File: config.mk
export PLATFORM = sky130hd
export DESIGN_NAME = ifu_fetch
export DESIGN_NICKNAME = d
export VERILOG_FILES = /design/src/rtl/ifu_fetch.sv
export SDC_FILE = /design/constraint.sdc
export NUM_CORES = 1
export LEC_CHECK = 0
export CORE_ASPECT_RATIO = 0.7
export CORE_MARGIN = 4
export CORE_UTILIZATION = 30
export CTS_CLUSTER_SIZE = 30
export DETAILED_ROUTE_END_ITERATION = 6
export SYNTH_ARGS = -nofsm -noshare
export SYNTH_HDL_FRONTEND = slang
export SYNTH_SLANG_ARGS = --single-unit
File: constraint.sdc
create_clock -name clk -period 5.2 [get_ports clk]
set_input_delay 1.04 -clock clk [delete_from_list [all_inputs] [get_ports clk]]
set_output_delay 1.04 -clock clk [all_outputs]
set_load 0.02 [all_outputs]
File: src/rtl/ifu_fetch.sv
`default_nettype none
// +----------------------------------------------------------------------------+
// | ifu_fetch: PC-driven instruction fetch with a valid/ready memory request,  |
// | a single-pulse response and a held word for decode.                        |
// | Optional: define IFU_MISALIGN_CHK_EN to turn a misaligned PC into a fault. |
// | Rev 1.0                                                                    |
// +----------------------------------------------------------------------------+
module ifu_fetch #(
  parameter logic [31:0] RESET_PC = 32'h8000_0000,
  parameter logic [31:0] NOP_INST = 32'h0000_0013,
  parameter int unsigned PERF_W   = 32
) (
  input  logic              clk,
  input  logic              rst,
  input  logic [31:0]       pc,
  input  logic              pc_valid,
  input  logic              flush,
  output logic              pc_stall,
  output logic              imem_req_valid,
  input  logic              imem_req_ready,
  output logic [31:0]       imem_addr,
  input  logic              imem_rsp_valid,
  input  logic [31:0]       imem_rsp_data,
  output logic              inst_valid,
  input  logic              inst_ready,
  output logic [31:0]       inst,
  output logic [31:0]       inst_pc,
  output logic              inst_fault,
  output logic [PERF_W-1:0] perf_wait_cyc
);

  typedef enum logic [1:0] {
    IDLE = 2'd0,
    REQ  = 2'd1,
    WAIT = 2'd2,
    HOLD = 2'd3
  } state_e;

  state_e            state_q, state_d;
  logic [31:0]       req_pc_q, req_pc_d;
  logic [31:0]       addr_q, addr_d;
  logic [31:0]       inst_q, inst_d;
  logic [31:0]       inst_pc_q, inst_pc_d;
  logic              kill_q, kill_d;
  logic              fault_q, fault_d;
  logic [PERF_W-1:0] perf_q, perf_d;
  logic              misalign;

`ifdef IFU_MISALIGN_CHK_EN
  assign misalign = (pc[1:0] != 2'b00);
`else
  assign misalign = 1'b0;
`endif

  always_comb begin
    state_d   = state_q;
    req_pc_d  = req_pc_q;
    addr_d    = addr_q;
    inst_d    = inst_q;
    inst_pc_d = inst_pc_q;
    kill_d    = kill_q;
    fault_d   = fault_q;
    perf_d    = perf_q;
    case (state_q)
      IDLE: begin
        if (pc_valid && !flush) begin
          if (misalign) begin
            state_d   = HOLD;
            inst_d    = NOP_INST;
            inst_pc_d = pc;
            fault_d   = 1'b1;
          end else begin
            state_d  = REQ;
            req_pc_d = pc;
            addr_d   = {pc[31:2], 2'b00};
          end
        end
      end
      REQ: begin
        // A flushed request still has to complete; kill marks its data for discard.
        if (flush) kill_d = 1'b1;
        if (imem_req_ready) state_d = WAIT;
      end
      WAIT: begin
        if (perf_q != {PERF_W{1'b1}}) perf_d = perf_q + {{(PERF_W-1){1'b0}}, 1'b1};
        if (imem_rsp_valid) begin
          if (kill_q || flush) begin
            state_d = IDLE;
            kill_d  = 1'b0;
          end else begin
            state_d   = HOLD;
            inst_d    = imem_rsp_data;
            inst_pc_d = req_pc_q;
            fault_d   = 1'b0;
          end
        end else if (flush) begin
          kill_d = 1'b1;
        end
      end
      HOLD: begin
        // flush takes priority over a same-cycle inst_ready: no handoff.
        if (flush || inst_ready) begin
          state_d = IDLE;
          inst_d  = NOP_INST;
          fault_d = 1'b0;
        end
      end
      default: state_d = IDLE;
    endcase
  end

  always_ff @(posedge clk) begin
    if (!rst) begin
      state_q   <= IDLE;
      req_pc_q  <= RESET_PC;
      addr_q    <= 32'h0;
      inst_q    <= NOP_INST;
      inst_pc_q <= RESET_PC;
      kill_q    <= 1'b0;
      fault_q   <= 1'b0;
      perf_q    <= '0;
    end else begin
      state_q   <= state_d;
      req_pc_q  <= req_pc_d;
      addr_q    <= addr_d;
      inst_q    <= inst_d;
      inst_pc_q <= inst_pc_d;
      kill_q    <= kill_d;
      fault_q   <= fault_d;
      perf_q    <= perf_d;
    end
  end

  assign imem_req_valid = (state_q == REQ);
  assign imem_addr      = addr_q;
  assign inst_valid     = (state_q == HOLD);
  assign inst           = inst_q;
  assign inst_pc        = inst_pc_q;
  assign inst_fault     = fault_q;
  assign perf_wait_cyc  = perf_q;
  assign pc_stall       = !rst || !(inst_valid && inst_ready && !flush);

endmodule
`default_nettype wire

==> metrics.txt, run 1 <==
Yosys top cell by area=dfxtp_1; Net Sw Power=0.543 mW; fin crit share=67.4%; GPL Wtd Cong=0.782; Static Leak=2.74 nW; most frequent cell after synthesis=nand2_1; RR Endpoint=perf_wait_cyc[9]; CTS resizes=0; Tmin final=3.51 ns; clock root buffer=clkbuf_16; first-pass GRT wire length=27,600 um; wire length per cell=15.7 um; n_diodes=0; total number of vias=5,266; Pins Over Slew Limit=0; Remaining Overflow, GRT=0; total chip power=2.42 mW; Max Cap Viol=0; Fin. Hold Viols=0; fill count=1,801; DIE AREA=0.0208 mm2; syn_area_per_cell=8.00 um2; hold_ws=0.448 ns; Max clock buf depth=2; Cell Area, Synth=0.00557 mm2; TritonCTS clock tree=yes; row cnt=41; CP startpoint kind=input port; Hold Crit Depth=2; top area cells in the synthesized netlist=dfxtp_1 (47%), nand2_1 (12%), a21oi_1 (11%), buf_4 (4.6%), nand3_1 (3.6%); starting density of the core=30.7%; Hold EP=inst[16]; area grow syn2layout=45.8%; share of layout cells above drive strength 1=6.50%; Final Setup Violations=0; DRT Pass-1 Iters=4; Worst-Margin Slew=1.03 ns; drc violations=0; Die Y=122 um; Detail Route Antenna Nets=0; clock network power share=50.2%; Max IR drop VDD=0.000152 V; I/O Pins=203; R2R Path Start=perf_wait_cyc[3]; RSZ-0062 raised after global routing=false; EDFF count, synth=0; Yosys top cell area share=47.5%; worst hold path type=register to register; achievable frequency=0.285 GHz; total setup buffers inserted after CTS=0; DP HPWL=11,800 um; switching share of power=22.4%; final WL=17,200 um; status=finished clean; Synth Flop Type=dfxtp_1; initial drt markers=375; CP Class=input port to output pin; initial antenna violation count=0; r2r worst-path depth=5; largest net degree at the start of global routing=45; Port-buffer cells=199; Max-slew headroom=30.9%; most common library cells after synthesis=nand2_1 (180), dfxtp_1 (132), a21oi_1 (117); Synth cell types=45; worst-path fanout max=9; internal power=1.88 mW; Post-CTS Hold Buffers=0; vias in the first global route=5,124; core area=0.0181 mm2; setup TNS=0 ns; async set-reset flop share out of synthesis=0%; Ys Warns=0; Seq/Total Area, Yosys=47.5%; Cells after Synth=696; PwrDens=298 mW/mm2; Post-Route Skew=0.00678 ns; Die Wd=171 um; Crit. End Element=output pin; nets=922; min-delay src=inst[16]; Overall Global Routing Usage=16.7%; Flop pwr share=42.9%; H-tree depth=4; Critical Path RT=4.16 ns; clk_lat worst skew=0.41 ns; CTS Sinks=132; CP arrival=2.47 ns; post-DR vias/cell=4.80; Num CTS Buffers=17; Comb power frac=6.8%; synthesized flop and latch total=132; worst reg2reg setup slack=2.61 ns; Clock Pin Slew Worst Setup and Hold Paths=0.05 ns
-- power by group through the flow --
| stage | Sequential [mW] | Combinational, mW | Clock [mW] |
|---|---|---|---|
| CTS | 1.04 | 0.169 | 1.24 |
| global placement | 1.06 | 0.167 | 0 |
| finish | 1.04 | 0.166 | 1.22 |
| global route | 1.04 | 0.180 | 1.29 |
| detailed placement | 1.06 | 0.168 | 0 |
| floorplan | 1.06 | 0.0839 | 0 |
-- layer usage --
metal / vias to the layer above / global-route usage (%) / routed length [um]
met5: - / 0 / 0
li1: 2656 / - / -
met4: 0 / 3.64 / 111
met2: 154 / 23.8 / 7200
met3: 11 / 7.91 / 1760
met1: 2445 / 23.0 / 8120
-- through the flow --
| step | utilization, % | worst slack, ns | cells | cell area, um2 |
|---|---|---|---|---|
| 3_5_place_dp | 41.5 | 1.71 | 1067 | 7520 |
| 2_1_floorplan | - | 2.33 | 698 | 5570 |
| 5_1_grt | 44.8 | 1.61 | 1098 | 8110 |
| 4_1_cts | 44.8 | 1.69 | 1098 | 8110 |
| 6_report | 44.8 | 1.69 | 1098 | 8110 |
| 3_3_place_gp | 41.5 | 1.72 | 1067 | 7520 |
-- sequential cells by signal, summed over array words and instances (netlist names) --
register	cells
inst_pc	32
inst	32
perf_wait_cyc	32
imem_addr	1
req_pc_q	32
kill_q	1
state_q	2
-- critical path, cell delays in order --
cell and delay (ns):
clkdlybuf4s50_1 0.63, nand4b_1 0.18, clkdlybuf4s50_1 0.62
-- cell type report --
class                   count  area [um2]  share of cell area, %
flip-flops and latches    132        2640                   32.6
multi-input cells         484        2490                   30.7
repair buffers            209        2070                   25.5
clock buffers              23         498                   6.14
well taps                 236         295                   3.64
clock inverters             8        98.8                   1.22
inverters                   6        23.8                  0.293
-- worst max-delay path by stage --
stage,startpoint,end,slack [ns],cells after the start
after floorplan,rst,pc_stall,2.33,3
after global placement,flush,pc_stall,1.72,3
after detailed placement,flush,pc_stall,1.71,3
after CTS,flush,pc_stall,1.69,3
after global routing,state_q[0],pc_stall,1.61,5
final,flush,pc_stall,1.69,3
-- layout by cell type (no fill, tap or decap), types with 12 or more instances in the layout --
cell             instances
dfxtp_1                132
clkbuf_16               17
nor2_1                  15
clkdlybuf4s50_1        199
o21ai_1                 12
nand2_1                180
or3_1                   16
a21oi_1                117
nand3_1                 40
-- cells by family (layout without fill, tap and decap cells) --
| logic type | Yosys count | in the layout | synth area share, % |
|---|---|---|---|
| simple gates | 312 | 312 | 26.9 |
| xor+xnor | 2 | 2 | 0.315 |
| buf+inv | 82 | 246 | 8.09 |
| mux | 9 | 9 | 1.62 |
| compound gates | 157 | 157 | 15.3 |
| fa+ha+maj | 1 | 1 | 0.225 |
| other cells | 1 | 3 | 0.0674 |
| flops | 132 | 132 | 47.5 |
Power figures use the tool's default switching activity.
==> run 2: changes to the inputs <==
Clock period 5.2 ns to 3.1 ns, I/O delays scaled along.
==> metrics.txt, run 2 (same netlist as run 1, synthesis figures left out) <==
GRT busiest layer=met2; Flop pwr share=43.3%; Max Cap Viol=0; worst-path fanout max=14; Final Setup Violations=0; row cnt=41; Overall Global Routing Usage=16.3%; Clock Pin Slew Worst Setup and Hold Paths=0.06 ns; Remaining Overflow, GRT=0; initial drt markers=334; Hold Crit Depth=2; Max IR drop VDD=0.000261 V; Post-Place Setup Slack=0.610 ns; nets=929; setup ws final=0.418 ns; final WL=17,000 um; Tmin final=2.68 ns; clock network power share=49.6%; H-tree depth=4; I/O Pins=203; CTS resizes=0; RSZ-0062 raised after global routing=false; DP HPWL=11,700 um; internal power=3.13 mW; Die Y=122 um; first-pass GRT wire length=27,000 um; Max-slew headroom=64.8%; most frequent cells in the layout=clkdlybuf4s50_1 (199), nand2_1 (180), dfxtp_1 (132); total setup buffers inserted after CTS=0; commonest non-fill, non-tap cell in the layout=clkdlybuf4s50_1; Comb power frac=7.1%; total number of vias=5,282; Fin. Hold Viols=0; CP Buf/Inv Count=2; R2R Path Start=state_q[1]; clock root buffer=clkbuf_16; Max clock buf depth=2; crit-path cells=nand2_1 -> inv_1 -> nand4b_1 -> clkdlybuf4s50_1; vias in the first global route=5,040; number of cells on the critical path=4; CTS Sinks=132; GPL Wtd Cong=0.736; final instance area=0.00817 mm2; GR Util met2=23.2%; Die Wd=171 um; largest net degree at the start of global routing=72; DRT Pass-1 Iters=5; core area=0.0181 mm2; Post-CTS Hold Buffers=0; Worst-Margin Slew=0.527 ns; Crit. End Element=output pin; post-DR vias/cell=4.78; Num CTS Buffers=17; Post-Route Skew=0.0112 ns; CP arrival=2.06 ns; Static Leak=2.78 nW; min-delay src=inst[8]; TritonCTS clock tree=yes; achievable frequency=0.373 GHz; RR Endpoint=perf_wait_cyc[18]; CP startpoint kind=register; drc violations=0; wire length per cell=15.4 um; Port-buffer cells=199; Critical Path RT=2.48 ns; Detail Route Antenna Nets=0; CP max-delay cell=dfxtp_1; r2r worst-path depth=5; worst reg2reg setup slack=0.82 ns; Pins Over Slew Limit=0; Hold EP=inst[8]; fin crit share=86.5%; switching share of power=22.2%; clk_lat worst skew=0.41 ns; PwrDens=493 mW/mm2; initial antenna violation count=0; met3 Use GR=8.47%; DIE AREA=0.0208 mm2; n_diodes=0; CP peak stage delay=0.61 ns; met1 GRT Util=21.9%; CP delay by family, top=buffers and inverters; area post-placement=0.00758 mm2; Net Sw Power=0.895 mW; status=finished clean; starting density of the core=30.7%; setup TNS=0 ns; hold_ws=0.449 ns; worst hold path type=register to register; CP Class=register to output pin; area grow syn2layout=46.8%; share of layout cells above drive strength 1=7.25%
[run 2: changes by cell type in the layout (fill, tap and decap cells not counted), sizes merged]
cell      previous run  this run
buf                 10        17
clkbuf              23        22
clkinvlp             2         3
[run 2: worst max-delay path by stage]
stage          startpoint        to  slack [ns]
2_1_floorplan  state_q[1]  pc_stall        1.03
3_3_place_gp          rst  pc_stall        0.61
3_5_place_dp        flush  pc_stall        0.61
4_1_cts        state_q[1]  pc_stall        0.38
5_1_grt        state_q[1]  pc_stall        0.26
6_report       state_q[1]  pc_stall        0.42
[run 2: stage by stage]
step / utilization (%) / total power, mW / instances
floorplan: - / 1.92 / 698
global placement: 41.9 / 2.06 / 1074
detailed placement: 41.9 / 2.07 / 1074
CTS: 45.1 / 4.09 / 1105
global route: 45.1 / 4.18 / 1105
finish: 45.1 / 4.02 / 1105
[run 2: layout make-up]
type	instances	area [um2]
inverters	6	23.8
clock buffers	22	484
multi-input cells	484	2490
well taps	236	295
clock inverters	9	103
repair buffers	216	2130
flip-flops and latches	132	2640
fillers	1804	9940
[run 2: power by group through the flow]
stage                     sequential, mW  clock [mW]  combinational, mW
final                               1.74        2.00              0.284
after detailed placement            1.78           0              0.287
after global routing                1.75        2.13              0.309
after global placement              1.78           0              0.287
after CTS                           1.74        2.06              0.288
after floorplan                     1.78           0              0.141
[run 2: tightest hold or removal path, stage by stage (launching register included)]
cell and delay, ns:
dfxtp_1 0.31, nand2_1 0.05, a21oi_1 0.05
[run 2: routing by layer]
| metal | share of wire, % | vias to the layer above |
|---|---|---|
| li1 | - | 2668 |
| met1 | 47 | 2450 |
| met2 | 41 | 154 |
| met3 | 11 | 10 |
| met4 | 0.79 | 0 |
| met5 | 0 | - |
==> run 3: changes to the inputs <==
Settings changed: CORE_UTILIZATION 30 to 40, PLACE_DENSITY from default to 0.76.
==> metrics.txt, run 3 (same netlist as run 1, synthesis figures left out) <==
R2R Path Start=perf_wait_cyc[18]; Max Cap Viol=0; fin crit share=85.7%; DP HPWL=10,900 um; CP arrival=2.04 ns; Detail Route Antenna Nets=0; Crit path top cell by count=clkdlybuf4s50_1; final instance area=0.00809 mm2; Max IR drop VDD=0.000339 V; CTS Sinks=132; first-pass GRT wire length=25,300 um; CP delay by family, top=buffers and inverters; PwrDens=511 mW/mm2; Clock Pin Slew Worst Setup and Hold Paths=0.06 ns; CP Buf/Inv Count=2; number of cells on the critical path=3; Worst-Margin Slew=0.774 ns; TritonCTS clock tree=yes; drc violations=0; Num CTS Buffers=17; DIE AREA=0.0159 mm2; nets=924; CP peak stage delay=0.64 ns; Hold Crit Depth=2; CTS resizes=0; share of layout cells above drive strength 1=6.72%; achievable frequency=0.376 GHz; area post-placement=0.00747 mm2; Crit. End Element=output pin; most frequent cells in the layout=clkdlybuf4s50_1 (199), nand2_1 (180), dfxtp_1 (132); Net Sw Power=0.902 mW; status=finished clean; Critical Path RT=2.48 ns; total number of vias=5,214; Flop pwr share=42.2%; CP startpoint kind=input port; Comb power frac=6.6%; Max-slew headroom=48.0%; core area=0.0134 mm2; Sequential Area=0.00264 mm2; post-DR vias/cell=4.98; wire length per cell=15.1 um; Post-CTS Hold Buffers=0; r2r worst-path depth=5; Fin. Hold Viols=0; commonest non-fill, non-tap cell in the layout=clkdlybuf4s50_1; row cnt=35; largest net degree at the start of global routing=70; Die Wd=149 um; Post-Route Skew=0.0135 ns; Static Leak=2.76 nW; min-delay src=inst[29]; worst hold path type=register to register; Final Setup Violations=0; Pins Over Slew Limit=0; Remaining Overflow, GRT=0; Overall Global Routing Usage=19.4%; clock root buffer=clkbuf_16; clock network power share=51.2%; switching share of power=21.8%; Die Y=107 um; final WL=15,800 um; total setup buffers inserted after CTS=0; n_diodes=0; GPL Wtd Cong=0.790; initial drt markers=316; crit-path cells=clkdlybuf4s50_1 -> nand4b_1 -> clkdlybuf4s50_1; starting density of the core=41.5%; Max clock buf depth=2; clk_lat worst skew=0.40 ns; RSZ-0062 raised after global routing=false; worst-path fanout max=9; area of the multi-input gates=0.00249 mm2; DRT Pass-1 Iters=4; internal power=3.23 mW; Tmin final=2.66 ns; area grow syn2layout=45.3%; crit path launch=flush; fill count=1,228; CP Class=input port to output pin; H-tree depth=4; initial antenna violation count=0; Port-buffer cells=199; CP max-delay cell=clkdlybuf4s50_1; I/O Pins=203; setup TNS=0 ns; vias in the first global route=4,927
run 3: final cells by class:
type,count,share of cell area [%]
tap,185,2.86
sequential,132,32.7
timing repair buffer,211,25.7
clock buffer,18,5.43
multi-input combinational,484,30.8
clock inverter,12,2.23
inverter,6,0.294
run 3: per-stage QoR:
step	power, mW	utilization [%]	setup WS, ns	hold WS, ns	cells
6_report	4.13	60.4	0.444	0.449	1048
5_1_grt	4.27	60.4	0.295	0.460	1048
4_1_cts	4.18	60.4	0.429	0.450	1048
3_5_place_dp	2.05	55.7	0.439	0.445	1018
3_3_place_gp	2.05	55.7	0.446	0.437	1018
2_1_floorplan	1.92	-	1.03	0.432	698
run 3: power by group through the flow:
| stage | sequential [mW] | clock, mW | combinational, mW |
|---|---|---|---|
| floorplan | 1.78 | 0 | 0.141 |
| global placement | 1.78 | 0 | 0.274 |
| detailed placement | 1.78 | 0 | 0.274 |
| CTS | 1.74 | 2.16 | 0.276 |
| global route | 1.75 | 2.23 | 0.295 |
| finish | 1.74 | 2.11 | 0.273 |
run 3: final timing paths:
path	endpoint	slack [ns]
min	inst[29]	0.45
min reg2reg	inst[29]	0.45
max reg2reg	perf_wait_cyc[1]	0.87
max	pc_stall	0.44
run 3: layer usage:
| layer | track usage, % | part of all wire, % | wire length [um] |
|---|---|---|---|
| met4 | 4.77 | 0.42 | 67 |
| met3 | 7.31 | 7.7 | 1220 |
| met1 | 26.6 | 49 | 7710 |
| met5 | 0 | 0 | 0 |
| met2 | 28.8 | 43 | 6800 |
run 3: tightest hold or removal path, delay by kind of cell (launching register included):
kind	cells	cell delay, ns
compound gates	1	0.05
flops	1	0.31
simple gates	1	0.05
